### src/rtl/ps2_pkg.sv
// Shared constants and state encodings for the PS/2 keyboard decoder.
//   PS2_PREFIX_EXT / PS2_PREFIX_BRK : prefix bytes folded into key events
//   frame_state_e                   : bit-level frame receiver states
//   prefix_state_e                  : prefix tracking states
package ps2_pkg;

  localparam logic [7:0] PS2_PREFIX_EXT = 8'hE0;
  localparam logic [7:0] PS2_PREFIX_BRK = 8'hF0;

  typedef enum logic [1:0] {
    StIdle,
    StData,
    StParity,
    StStop
  } frame_state_e;

  typedef enum logic [1:0] {
    PfxBase,
    PfxExt,
    PfxRel,
    PfxExtRel
  } prefix_state_e;

endpackage

### src/rtl/ps2_frame_rx.sv
// PS/2 byte receiver: synchronizes and glitch-filters the raw clock/data lines,
// frames 11-bit packets (start, 8 data LSB-first, odd parity, stop) and aborts
// a frame when no falling edge is seen for TIMEOUT_CYCLES.
//   CLOCK_50     : system clock
//   Resetn       : synchronous active-low reset
//   ps2_clk_i    : raw keyboard clock (asynchronous)
//   ps2_dat_i    : raw keyboard data (asynchronous)
//   byte_o       : received byte, valid with byte_valid_o
//   byte_valid_o : one-cycle pulse for a well-formed frame
//   frame_err_o  : one-cycle pulse on parity, stop or timeout error
module ps2_frame_rx
  import ps2_pkg::*;
#(
  parameter int unsigned FILTER_LEN     = 8,
  parameter int unsigned TIMEOUT_CYCLES = 5000
) (
  input  logic       CLOCK_50,
  input  logic       Resetn,
  input  logic       ps2_clk_i,
  input  logic       ps2_dat_i,
  output logic [7:0] byte_o,
  output logic       byte_valid_o,
  output logic       frame_err_o
);

  localparam int unsigned FiltW = $clog2(FILTER_LEN + 1);
  localparam int unsigned TimW  = $clog2(TIMEOUT_CYCLES + 1);

  // Index 0 is the clock line, index 1 the data line.
  logic [1:0]       sync1_q, sync2_q, filt_q, filt_d;
  logic [FiltW-1:0] fcnt_q [2];
  logic [FiltW-1:0] fcnt_d [2];
  logic             clk_prev_q, fall_q;

  always_comb begin
    for (int i = 0; i < 2; i++) begin
      filt_d[i] = filt_q[i];
      fcnt_d[i] = '0;
      if (sync2_q[i] != filt_q[i]) begin
        // Filtered level flips only after FILTER_LEN consecutive disagreeing samples.
        if (fcnt_q[i] == FiltW'(FILTER_LEN - 1)) begin
          filt_d[i] = sync2_q[i];
        end else begin
          fcnt_d[i] = fcnt_q[i] + 1'b1;
        end
      end
    end
  end

  frame_state_e   state_q, state_d;
  logic [2:0]     bit_cnt_q, bit_cnt_d;
  logic [7:0]     shreg_q, shreg_d;
  logic           par_q, par_d;
  logic [TimW-1:0] tcnt_q, tcnt_d;
  logic [7:0]     byte_q, byte_d;
  logic           bvalid_q, bvalid_d, ferr_q, ferr_d;
  logic           dat;

  assign dat = filt_q[1];

  always_comb begin
    state_d   = state_q;
    bit_cnt_d = bit_cnt_q;
    shreg_d   = shreg_q;
    par_d     = par_q;
    byte_d    = byte_q;
    bvalid_d  = 1'b0;
    ferr_d    = 1'b0;
    tcnt_d    = (state_q == StIdle || fall_q) ? '0 : tcnt_q + 1'b1;

    unique case (state_q)
      StIdle: begin
        if (fall_q && !dat) begin
          state_d   = StData;
          bit_cnt_d = 3'd0;
        end
      end
      StData: begin
        if (fall_q) begin
          shreg_d   = {dat, shreg_q[7:1]};
          bit_cnt_d = bit_cnt_q + 3'd1;
          if (bit_cnt_q == 3'd7) state_d = StParity;
        end
      end
      StParity: begin
        if (fall_q) begin
          par_d   = dat;
          state_d = StStop;
        end
      end
      StStop: begin
        if (fall_q) begin
          if ((^shreg_q ^ par_q) && dat) begin
            bvalid_d = 1'b1;
            byte_d   = shreg_q;
          end else begin
            ferr_d = 1'b1;
          end
          state_d = StIdle;
        end
      end
      default: state_d = StIdle;
    endcase

    if (state_q != StIdle && !fall_q && tcnt_q == TimW'(TIMEOUT_CYCLES - 1)) begin
      ferr_d  = 1'b1;
      state_d = StIdle;
      tcnt_d  = '0;
    end
  end

  always_ff @(posedge CLOCK_50) begin
    if (!Resetn) begin
      sync1_q    <= 2'b11;
      sync2_q    <= 2'b11;
      filt_q     <= 2'b11;
      fcnt_q[0]  <= '0;
      fcnt_q[1]  <= '0;
      clk_prev_q <= 1'b1;
      fall_q     <= 1'b0;
      state_q    <= StIdle;
      bit_cnt_q  <= 3'd0;
      shreg_q    <= 8'h00;
      par_q      <= 1'b0;
      tcnt_q     <= '0;
      byte_q     <= 8'h00;
      bvalid_q   <= 1'b0;
      ferr_q     <= 1'b0;
    end else begin
      sync1_q    <= {ps2_dat_i, ps2_clk_i};
      sync2_q    <= sync1_q;
      filt_q     <= filt_d;
      fcnt_q     <= fcnt_d;
      clk_prev_q <= filt_q[0];
      // Registered so the fall is flagged one cycle after the filtered 1->0.
      fall_q     <= clk_prev_q & ~filt_q[0];
      state_q    <= state_d;
      bit_cnt_q  <= bit_cnt_d;
      shreg_q    <= shreg_d;
      par_q      <= par_d;
      tcnt_q     <= tcnt_d;
      byte_q     <= byte_d;
      bvalid_q   <= bvalid_d;
      ferr_q     <= ferr_d;
    end
  end

  assign byte_o       = byte_q;
  assign byte_valid_o = bvalid_q;
  assign frame_err_o  = ferr_q;

endmodule

### src/rtl/ps2_key_decoder.sv
// PS/2 keyboard key-event decoder: receives bytes via ps2_frame_rx, folds the
// E0 (extended) and F0 (break) prefixes into one event and holds it on a
// valid/ack handshake.
//   CLOCK_50, Resetn           : clock, synchronous active-low reset
//   PS2_CLK, PS2_DAT           : raw keyboard lines
//   key_code/key_ext/key_release : held event contents
//   key_valid, key_ack         : event handshake
//   frame_err                  : pulse on a malformed or timed-out frame
//   overrun                    : pulse when an event is dropped
module ps2_key_decoder
  import ps2_pkg::*;
#(
  parameter int unsigned FILTER_LEN     = 8,
  parameter int unsigned TIMEOUT_CYCLES = 5000
) (
  input  logic       CLOCK_50,
  input  logic       Resetn,
  input  logic       PS2_CLK,
  input  logic       PS2_DAT,
  output logic [7:0] key_code,
  output logic       key_ext,
  output logic       key_release,
  output logic       key_valid,
  input  logic       key_ack,
  output logic       frame_err,
  output logic       overrun
);

  logic [7:0] rx_byte;
  logic       rx_valid, rx_err;

  ps2_frame_rx #(
    .FILTER_LEN    (FILTER_LEN),
    .TIMEOUT_CYCLES(TIMEOUT_CYCLES)
  ) u_rx (
    .CLOCK_50    (CLOCK_50),
    .Resetn      (Resetn),
    .ps2_clk_i   (PS2_CLK),
    .ps2_dat_i   (PS2_DAT),
    .byte_o      (rx_byte),
    .byte_valid_o(rx_valid),
    .frame_err_o (rx_err)
  );

  prefix_state_e pfx_q, pfx_d;
  logic          emit, cur_ext, cur_rel;

  always_comb begin
    pfx_d   = pfx_q;
    emit    = 1'b0;
    cur_ext = (pfx_q == PfxExt) || (pfx_q == PfxExtRel);
    cur_rel = (pfx_q == PfxRel) || (pfx_q == PfxExtRel);
    if (rx_err) begin
      // A broken sequence must not produce an event with stale prefixes.
      pfx_d = PfxBase;
    end else if (rx_valid) begin
      if (rx_byte == PS2_PREFIX_EXT) begin
        pfx_d = cur_rel ? PfxExtRel : PfxExt;
      end else if (rx_byte == PS2_PREFIX_BRK) begin
        pfx_d = cur_ext ? PfxExtRel : PfxRel;
      end else begin
        emit  = 1'b1;
        pfx_d = PfxBase;
      end
    end
  end

  logic [7:0] code_q, code_d;
  logic       ext_q, ext_d, rel_q, rel_d, valid_q, valid_d, ovr_q, ovr_d;

  always_comb begin
    code_d  = code_q;
    ext_d   = ext_q;
    rel_d   = rel_q;
    valid_d = valid_q;
    ovr_d   = 1'b0;
    if (valid_q && key_ack) valid_d = 1'b0;
    if (emit) begin
      // An ack in the emit cycle frees the slot, so the new event is taken.
      if (!valid_q || key_ack) begin
        code_d  = rx_byte;
        ext_d   = cur_ext;
        rel_d   = cur_rel;
        valid_d = 1'b1;
      end else begin
        ovr_d = 1'b1;
      end
    end
  end

  always_ff @(posedge CLOCK_50) begin
    if (!Resetn) begin
      pfx_q   <= PfxBase;
      code_q  <= 8'h00;
      ext_q   <= 1'b0;
      rel_q   <= 1'b0;
      valid_q <= 1'b0;
      ovr_q   <= 1'b0;
    end else begin
      pfx_q   <= pfx_d;
      code_q  <= code_d;
      ext_q   <= ext_d;
      rel_q   <= rel_d;
      valid_q <= valid_d;
      ovr_q   <= ovr_d;
    end
  end

  assign key_code    = code_q;
  assign key_ext     = ext_q;
  assign key_release = rel_q;
  assign key_valid   = valid_q;
  assign frame_err   = rx_err;
  assign overrun     = ovr_q;

endmodule
### config.mk
export PLATFORM = sky130hd
export DESIGN_NAME = ps2_key_decoder
export DESIGN_NICKNAME = d
export VERILOG_FILES = /design/src/rtl/ps2_pkg.sv /design/src/rtl/ps2_frame_rx.sv /design/src/rtl/ps2_key_decoder.sv
export SDC_FILE = /design/constraint.sdc
export NUM_CORES = 1
export LEC_CHECK = 0
export ABC_AREA = 1
export BUFFER_PORTS_ARGS = -buffer_cell sky130_fd_sc_hd__buf_2
export CELL_PAD_IN_SITES_DETAIL_PLACEMENT = 1
export CELL_PAD_IN_SITES_GLOBAL_PLACEMENT = 1
export CORE_MARGIN = 5
export CORE_UTILIZATION = 25
export CTS_CLUSTER_DIAMETER = 60
export DETAILED_ROUTE_END_ITERATION = 10
export PLACE_DENSITY = 0.5
export RECOVER_POWER = 100
export SETUP_SLACK_MARGIN = 0.05
export SLEW_MARGIN = 20
export SYNTH_ARGS = -nofsm -noshare
export SYNTH_HDL_FRONTEND = slang
export SYNTH_HIERARCHICAL = 1
export SYNTH_SLANG_ARGS = --single-unit
### constraint.sdc
create_clock -name CLOCK_50 -period 4.1 [get_ports CLOCK_50]
set_clock_uncertainty 0.05 [all_clocks]
set_input_delay 0.41 -clock CLOCK_50 [delete_from_list [all_inputs] [get_ports CLOCK_50]]
set_output_delay 0.41 -clock CLOCK_50 [all_outputs]
set_load 0.05 [all_outputs]
==> results.cfg, run 1 <==
[run]
cap_violations = 0

[logic_synthesis]
postSynthAreaPerCell_sq_um = 7.309
synth-xor-area-share_pct = 2.663
yosys.area_share.adder_pct = 4.227
ys_types = 32
synth_async_sr_flop_share_pct = 0
yosysWarnings = 6
synth_compound_area_share_pct = 7.988
synthMuxAreaShare_pct = 0
yosys.area_share.simple_pct = 29.80
synthesis.nets = 420
netlist.area_leader.share_pct = 45.31
synth-seq-area-share_pct = 45.31
ys_ff_latch = 67
synthFlopType = dfxtp_1
netlist_top_cells_count = nand2_1, nor2_1, dfxtp_1
yosys.area.top_type = dfxtp_1
synth_most_common_cell = nand2_1
syn_area_sq_um = 2960
synth_edf_count = 0
synth_area_leaders = dfxtp_1, nand2_1, nor2_1
synth_top_family_by_area = simple AND/OR/NAND/NOR gates
synthCells = 405

[finish]
fin_area_sq_um = 3416
final_nets = 438
utilization_pct = 29.66
instances_no_fill = 570
area_growth_pct = 15.38
final_layout_size_suffix_gt1_share_pct = 5.621
diodes = 0

[floorplan]
dieArea_sq_um = 14120
die_y_um = 118.8
ios = 18
fp.dieW_um = 118.8
start_util_pct = 25.71
row_count = 39
floorplan.core_area_sq_um = 11520

[power_and_ir_drop]
power.density_nw_per_um2 = 428.9
combinationalPowerShare_pct = 1.1
p_switching_mw = 0.2730
p_int_mw = 1.192
switching_share_pct = 18.63
clock_power_share_pct = 54.2
power_frac_seq_pct = 44.7
leakagePower_nw = 1.511
ir_worst_vdd_mv = 0.2098

[setup_path]
r2r_cells = 7
worst_r2r_startpoint = u_rx/byte_o[4]
r2r_setup_slack_ps = 1960
rr_endpoint = key_code[1]
crit_path_start_kind = input pin
worstPathMaxFanout = 33
path_class = in -> reg
worst_path_max_delay_cell = clkbuf_1
crit_path_cell_trace = clkbuf_1 > inv_1 > a21oi_1 > o211ai_1 > nor2_1
slowest_delay_ps = 1050
arrival_ps = 2620
cp-end-kind = flop
required_ps = 4310

[detailed_routing]
met1_length_um = 3036
ant_nets = 0
dr_total_vias = 2428
first_pass_iters = 4
via_per_inst = 4.260
routed_wl_um = 6372
top_layer_used = met4
drc = 0
dr_wl_met2_um = 3065
drtIter0Drc = 66
wl_per_cell_um = 11.18
dr_wl_met3_um = 165

[cts]
ctsResizeCount = 0
clock-root-buffer = clkbuf_16
clk_latency_ps = 320
clock_sinks = 67
cts_buffers = 9
cts.htree.levels = 3
cts_hold_buf = 0
clk_path_buf_depth = 2
cts_tree = done
clkTransAtPathRegs_ps = 50
cts_setup_buffers = 0

[timing]
fmax_mhz = 415.6
hold_violations = 0
max-slew-margin-rel_pct = 1.410
layout_worst_path_cycle_share_pct = 58.69
tightestPinTransition_ps = 1479
rsz0062_at_grt = false
finalMaxSlewViolations = 0
fin_crit_ps = 2406
finalSetupViolCount = 0
fin_setup_tns_ps = 0
timing.hold.ws_ps = 218.6

[place]
dp_hpwl_um = 4558
place_inst = 555
place_congestion = 0.6946
place.port_buffers = 17
dpl_cell_area_sq_um = 3149

[worst_hold_path]
min_to = u_rx/sync1_q[1]
whs_path_depth = 2
min_path_type = in -> reg
min_from = PS2_DAT

[outcome]
outcome = finished, final reports clean

[global_route]
grt_pass1_wl_um = 11060
gr-total-overflow = 0
grt_pass1_vias = 2429
grt_util_all_layers_pct = 9.653
antenna_found_initial = 0
grt_max_degree = 34
-- per-layer routing --
metal / track usage (%) / up-vias
met3: 3.175 / 8
met4: 3.693 / 0
li1: - / 1284
met1: 11.10 / 1121
met5: 0 / -
met2: 16.66 / 15
-- registers in the layout, indices dropped and copies added (netlist names), 2 cells and up --
name / flops
u_rx/bit_cnt_q: 3
u_rx/fcnt_q: 8
u_rx/sync1_q: 2
key_code: 8
u_rx/byte_o: 8
u_rx/sync2_q: 2
u_rx/state_q: 2
u_rx/filt_q: 2
u_rx/shreg_q: 8
u_rx/tcnt_q: 13
pfx_q: 2
-- area by class of cell --
class	count	area, sq um
clock buffer	14	284.0
clock inverter	1	30.03
fill	1439	8100
inverter	59	221.5
multi-input combinational	269	1292
sequential	67	1341
tap	143	178.9
timing repair buffer	17	67.56
-- worst max-delay path by stage --
stage | from | endpoint | slack [ps] | cells after the start
2_1_floorplan | u_rx/tcnt_q[0] | u_rx/tcnt_q[12] | 2530 | 9
3_3_place_gp | Resetn | u_rx/tcnt_q[10] | 2090 | 5
3_5_place_dp | Resetn | u_rx/tcnt_q[8] | 2060 | 5
4_1_cts | u_rx/tcnt_q[0] | u_rx/tcnt_q[8] | 2240 | 8
5_1_grt | Resetn | u_rx/tcnt_q[8] | 1290 | 5
6_report | Resetn | u_rx/fcnt_q[6] | 1690 | 5
-- power groups by stage --
| stage | logic, mW | registers, mW | clock network (mW) |
|---|---|---|---|
| finish | 0.0154 | 0.655 | 0.795 |
| global route | 0.0179 | 0.655 | 0.866 |
| CTS | 0.0163 | 0.655 | 0.833 |
| detailed placement | 0.0162 | 0.669 | 0 |
| global placement | 0.0157 | 0.669 | 0 |
| floorplan | 0.0124 | 0.669 | 0 |
-- worst max-delay path, delay by kind of cell --
family                 cells  cell delay [ps]
buffers and inverters      2             1600
AOI/OAI and AO/OA          2              470
and+or+nand+nor            1              130
-- cells in the final DEF (no fill, tap or decap), types with 2 or more instances in the layout --
cell,count
nand2_1,92
nor2_1,74
dfxtp_1,67
inv_1,58
nand3_1,23
a21oi_1,23
o21ai_0,15
clkbuf_1,15
ha_1,10
clkbuf_16,9
xor2_1,8
clkbuf_8,4
or2_2,4
buf_2,3
nand4_1,2
nor3_1,2
nor4_1,2
nor3b_1,2
-- cells by family after synthesis --
group,Yosys count
XOR/XNOR,9
buffers and inverters,69
flip-flops,67
AND/OR/NAND/NOR,207
adder cells (fa/ha/maj),10
AO/OA/AOI/OAI,43
-- stage by stage --
step	setup WS (ps)	total power, mW
after global routing	1287	1.538
after global placement	2091	0.6846
after detailed placement	2058	0.6851
after CTS	2237	1.504
final	1694	1.465
after floorplan	2531	0.6809
No activity file was read; power rests on OpenSTA's default activity.
==> inputs of run 2 (changes only) <==
- PLACE_DENSITY: 0.5 -> 0.51
- clock period: 4.1 -> 2.2 ns (I/O delays scaled with it)
==> results.cfg, run 2 (synthesis gave the netlist of run 1 again) <==
[outcome]
outcome = finished, final reports clean

[worst_hold_path]
min_to = u_rx/sync1_q[0]
min_from = PS2_CLK
whs_path_depth = 2
min_path_type = in -> reg

[place]
place_inst = 558
pre_cts_slack_ps = 490.7
place_congestion = 0.7498
place.port_buffers = 17
dpl_cell_area_sq_um = 3172
dp_hpwl_um = 4588

[global_route]
antenna_found_initial = 0
busiest_layer = met2
grt_max_degree = 21
grt_pass1_wl_um = 11230
gr-total-overflow = 0
grt_use_met3_pct = 3.555
grt_util_all_layers_pct = 9.760
grt_pass1_vias = 2502
met1_usage_pct = 11.12
use_met2_pct = 16.84

[finish]
fin_area_sq_um = 3447
fillers = 1429
instances_no_fill = 572
final_cell_mix = nand2_1, nor2_1, dfxtp_1, inv_1
final_layout_size_suffix_gt1_share_pct = 5.828
area_growth_pct = 16.44
diodes = 0
largest_register_ffs = 13
regMostFlops = u_rx/tcnt_q
final_common_cell = nand2_1
final_nets = 441

[detailed_routing]
drtIter0Drc = 67
ant_nets = 0
via_per_inst = 4.274
wl_per_cell_um = 10.97
routed_wl_um = 6275
first_pass_iters = 4
drc = 0
dr_total_vias = 2445

[cts]
cts_hold_buf = 0
ctsResizeCount = 0
clock_sinks = 67
cts.htree.levels = 3
clk_latency_ps = 330
clock-root-buffer = clkbuf_16
cts_tree = done
cts_buffers = 9
clkTransAtPathRegs_ps = 60
clk_path_buf_depth = 2
cts_setup_buffers = 0

[floorplan]
ios = 18
fp.dieW_um = 118.8
start_util_pct = 25.71
dieArea_sq_um = 14120
floorplan.core_area_sq_um = 11520
die_y_um = 118.8
row_count = 39

[setup_path]
crit_path_start_kind = flop
slowest_delay_ps = 400
worstPathMaxFanout = 6
r2r_cells = 7
cp-end-kind = flop
required_ps = 2360
critPathTopFamily = simple AND/OR/NAND/NOR gates
crit_path_cell_trace = inv_1 > ha_1 > nor2_1 > nand3_1 > nand3_1 > clkbuf_1 > nor2_1
worst_r2r_startpoint = u_rx/state_q[0]
worst-path-buf-inv = 2
arrival_ps = 1990
rr_endpoint = u_rx/tcnt_q[11]
worst_path_max_delay_cell = dfxtp_1
r2r_setup_slack_ps = 370
path_class = reg -> reg

[power_and_ir_drop]
clock_power_share_pct = 55.1
power_frac_seq_pct = 43.8
p_switching_mw = 0.5183
combinationalPowerShare_pct = 1.1
leakagePower_nw = 1.518
power.density_nw_per_um2 = 808.4
switching_share_pct = 18.60
ir_worst_vdd_mv = 0.3844
p_int_mw = 2.268

[timing]
max-slew-margin-rel_pct = 45.65
worst_slack_ps = 371.2
fin_setup_tns_ps = 0
finalSetupViolCount = 0
fin_crit_ps = 1829
finalMaxSlewViolations = 0
tightestPinTransition_ps = 815.2
rsz0062_at_grt = false
hold_violations = 0
layout_worst_path_cycle_share_pct = 83.13
timing.hold.ws_ps = 24.93
fmax_mhz = 546.8

[run]
cap_violations = 0
## run 2: cell count changes in the layout (fill, tap and decap cells not counted), sizes merged
cell    change
bufinv      +1
clkbuf      +1
## run 2: stage by stage
stage          power, mW  util [%]
3_5_place_dp       1.279     27.54
2_1_floorplan      1.269         -
4_1_cts            2.860     30.29
5_1_grt            2.912     29.93
3_3_place_gp       1.279     27.54
6_report           2.787     29.93
## run 2: layout make-up
cell class / instances / area, sq um / share of cell area, %
multi-input combinational: 269 / 1309 / 37.97
clock inverter: 2 / 60.06 / 1.742
sequential: 67 / 1341 / 38.91
inverter: 59 / 221.5 / 6.425
tap: 143 / 178.9 / 5.191
timing repair buffer: 20 / 80.08 / 2.323
clock buffer: 12 / 256.5 / 7.441
## run 2: layer usage
layer	vias up	wire length (um)
li1	1289	-
met1	1129	3001
met2	18	2986
met3	9	186
met4	0	100
met5	-	0
## run 2: worst max-delay path by stage
| stage | slack [ps] | cells after the start | start | endpoint |
|---|---|---|---|---|
| final | 370 | 7 | u_rx/state_q[0] | u_rx/tcnt_q[11] |
| after global routing | 130 | 9 | u_rx/tcnt_q[0] | u_rx/tcnt_q[12] |
| after CTS | 470 | 8 | u_rx/state_q[0] | u_rx/tcnt_q[10] |
| after detailed placement | 490 | 9 | u_rx/tcnt_q[0] | u_rx/tcnt_q[12] |
| after global placement | 510 | 8 | u_rx/state_q[0] | u_rx/tcnt_q[8] |
| after floorplan | 630 | 9 | u_rx/tcnt_q[0] | u_rx/tcnt_q[12] |
## run 2: power groups by stage
stage | sequential, mW | combinational (mW) | clock [mW]
6_report | 1.22 | 0.0293 | 1.54
5_1_grt | 1.22 | 0.0355 | 1.66
4_1_cts | 1.22 | 0.0326 | 1.61
3_5_place_dp | 1.25 | 0.0324 | 0
3_3_place_gp | 1.25 | 0.0320 | 0
2_1_floorplan | 1.25 | 0.0231 | 0
==> inputs of run 3 (changes only) <==
- ABC_AREA: 1 -> 0
- PLACE_DENSITY: 0.51 -> 0.48
- clock period: 2.2 -> 1.7 ns (I/O delays scaled with it)
==> results.cfg, run 3 <==
[finish]
regMostFlops = u_rx/tcnt_q
instances_no_fill = 490
fillers = 1243
multiInputGateArea_sq_um = 1436
final_cell_mix = dfxtp_1, nand2_1, nor2_1, mux2i_1, buf_4
final_layout_size_suffix_gt1_share_pct = 16.29
regArea_sq_um = 1351
final_nets = 363
utilization_pct = 32.18
diodes = 0
area_growth_pct = 24.61
final_common_cell = dfxtp_1
largest_register_ffs = 13

[floorplan]
ios = 18
floorplan.core_area_sq_um = 10980
dieArea_sq_um = 13580
row_count = 38
fp.dieW_um = 116.5
start_util_pct = 25.83
die_y_um = 116.5

[detailed_routing]
ant_nets = 0
via_per_inst = 4.345
drtIter0Drc = 56
wl_per_cell_um = 12.31
drc = 0
routed_wl_um = 6030
dr_total_vias = 2129
first_pass_iters = 4

[timing]
layout_worst_path_cycle_share_pct = 96.59
max-slew-margin-rel_pct = 58.83
fin_crit_ps = 1642
tightestPinTransition_ps = 620.1
fmax_mhz = 609.0
rsz0062_at_grt = true
hold_violations = 0
finalSetupViolCount = 0
finalMaxSlewViolations = 0

[logic_synthesis]
synthCells = 306
synth_edf_count = 0
syn_area_sq_um = 2836
netlist_top_cells_count = dfxtp_1, nand2_1, nor2_1
ys_types = 37
ys_ff_latch = 67
synth_area_leaders = dfxtp_1, mux2i_1, nand2_1
postSynthAreaPerCell_sq_um = 9.270
synthesis.nets = 321
synthFlopType = dfxtp_1
synth_most_common_cell = dfxtp_1
yosys.area.top_type = dfxtp_1
netlist.area_leader.share_pct = 47.29
synth_async_sr_flop_share_pct = 0
yosysWarnings = 6
synth-seq-area-share_pct = 47.29

[power_and_ir_drop]
power_frac_seq_pct = 45.5
ir_worst_vdd_mv = 0.5021
leakagePower_nw = 1.394
p_switching_mw = 0.8452
clock_power_share_pct = 45.7
p_int_mw = 2.719
combinationalPowerShare_pct = 8.8
switching_share_pct = 23.72
power.density_nw_per_um2 = 1008

[setup_path]
path_class = reg -> reg
worst_r2r_startpoint = u_rx/byte_o[1]
arrival_ps = 1850
worstPathMaxFanout = 10
crit_start = u_rx/byte_o[1]
cp-end-kind = flop
crit_path_start_kind = flop
required_ps = 1910

[cts]
cts_buffers = 9
clock_sinks = 67
cts.htree.levels = 3
clock-root-buffer = clkbuf_16
clk_path_buf_depth = 2
clkTransAtPathRegs_ps = 50
cts_tree = done
clk_latency_ps = 320

[place]
place.port_buffers = 17
place_congestion = 0.6760
dp_hpwl_um = 4347
place_inst = 474

[global_route]
grt_util_all_layers_pct = 9.885
gr-total-overflow = 0
antenna_found_initial = 0
grt_max_degree = 19
grt_pass1_wl_um = 10290
grt_pass1_vias = 2147

[worst_hold_path]
min_path_type = in -> reg
min_from = Resetn

[outcome]
outcome = finished, final reports clean

[run]
cap_violations = 0
run 3: final cells by class:
cell class / count / area share [%]
Tap cell: 140 / 4.956
Inverter: 9 / 0.9558
Timing Repair Buffer: 42 / 7.965
Multi-Input combinational cell: 219 / 40.64
Sequential cell: 67 / 38.23
Clock buffer: 10 / 6.761
Clock inverter: 3 / 0.4956
run 3: through the flow:
stage	hold slack, ps	power [mW]	setup slack (ps)	setup TNS (ps)	cell area [sq um]
after floorplan	221.5	1.859	41.62	0	2841
after global placement	300.9	1.966	64.75	0	3254
after detailed placement	306.0	1.973	19.22	0	3254
after CTS	129.5	3.669	50.96	0	3536
after global routing	175.4	3.764	-37.99	-295.4	3535
final	144.4	3.564	57.89	0	3535
run 3: timing repair:
action | CTS | global route
hold buffers | 2 | 0
buffers inserted | 0 | 1
pin swaps | 0 | 5
gates resized for setup | 3 | 14
hold endpoints to repair | 2 | 0
endpoints found under the setup margin | 17 | 33
run 3: worst max-delay path, stage by stage, from the launching register on:
cell and delay (ps):
dfxtp_1 320, or4b_4 580, o211ai_4 180, buf_4 230, mux2i_1 200
run 3: final timing paths:
kind                      to  slack [ps]  cells past startpoint
max              key_code[1]          60                      4
min           u_rx/filt_q[0]         140                      2
min reg2reg  u_rx/sync2_q[0]         360                      1
max reg2reg      key_code[1]          60                      4
run 3: power groups by stage:
stage / sequential [mW] / clock (mW) / combinational, mW
floorplan: 1.65 / 0 / 0.213
global placement: 1.65 / 0 / 0.316
detailed placement: 1.65 / 0 / 0.322
CTS: 1.62 / 1.72 / 0.332
global route: 1.62 / 1.78 / 0.364
finish: 1.62 / 1.63 / 0.315
run 3: routing by layer:
metal | GRT usage (%) | wire (um)
met5 | 0 | 0
met1 | 11.61 | 2826
met4 | 5.027 | 126
met2 | 15.79 | 2853
met3 | 3.679 | 224
run 3: kinds of logic (layout without fill, tap and decap cells):
group	count (synthesis)	after routing	synth area share (%)
AO/OA/AOI/OAI	22	22	4.985
XOR/XNOR	23	23	8.160
adder cells (fa/ha/maj)	10	10	4.411
buffers and inverters	20	64	2.911
flip-flops	67	67	47.29
multiplexers	26	26	9.616
AND/OR/NAND/NOR	138	138	22.63
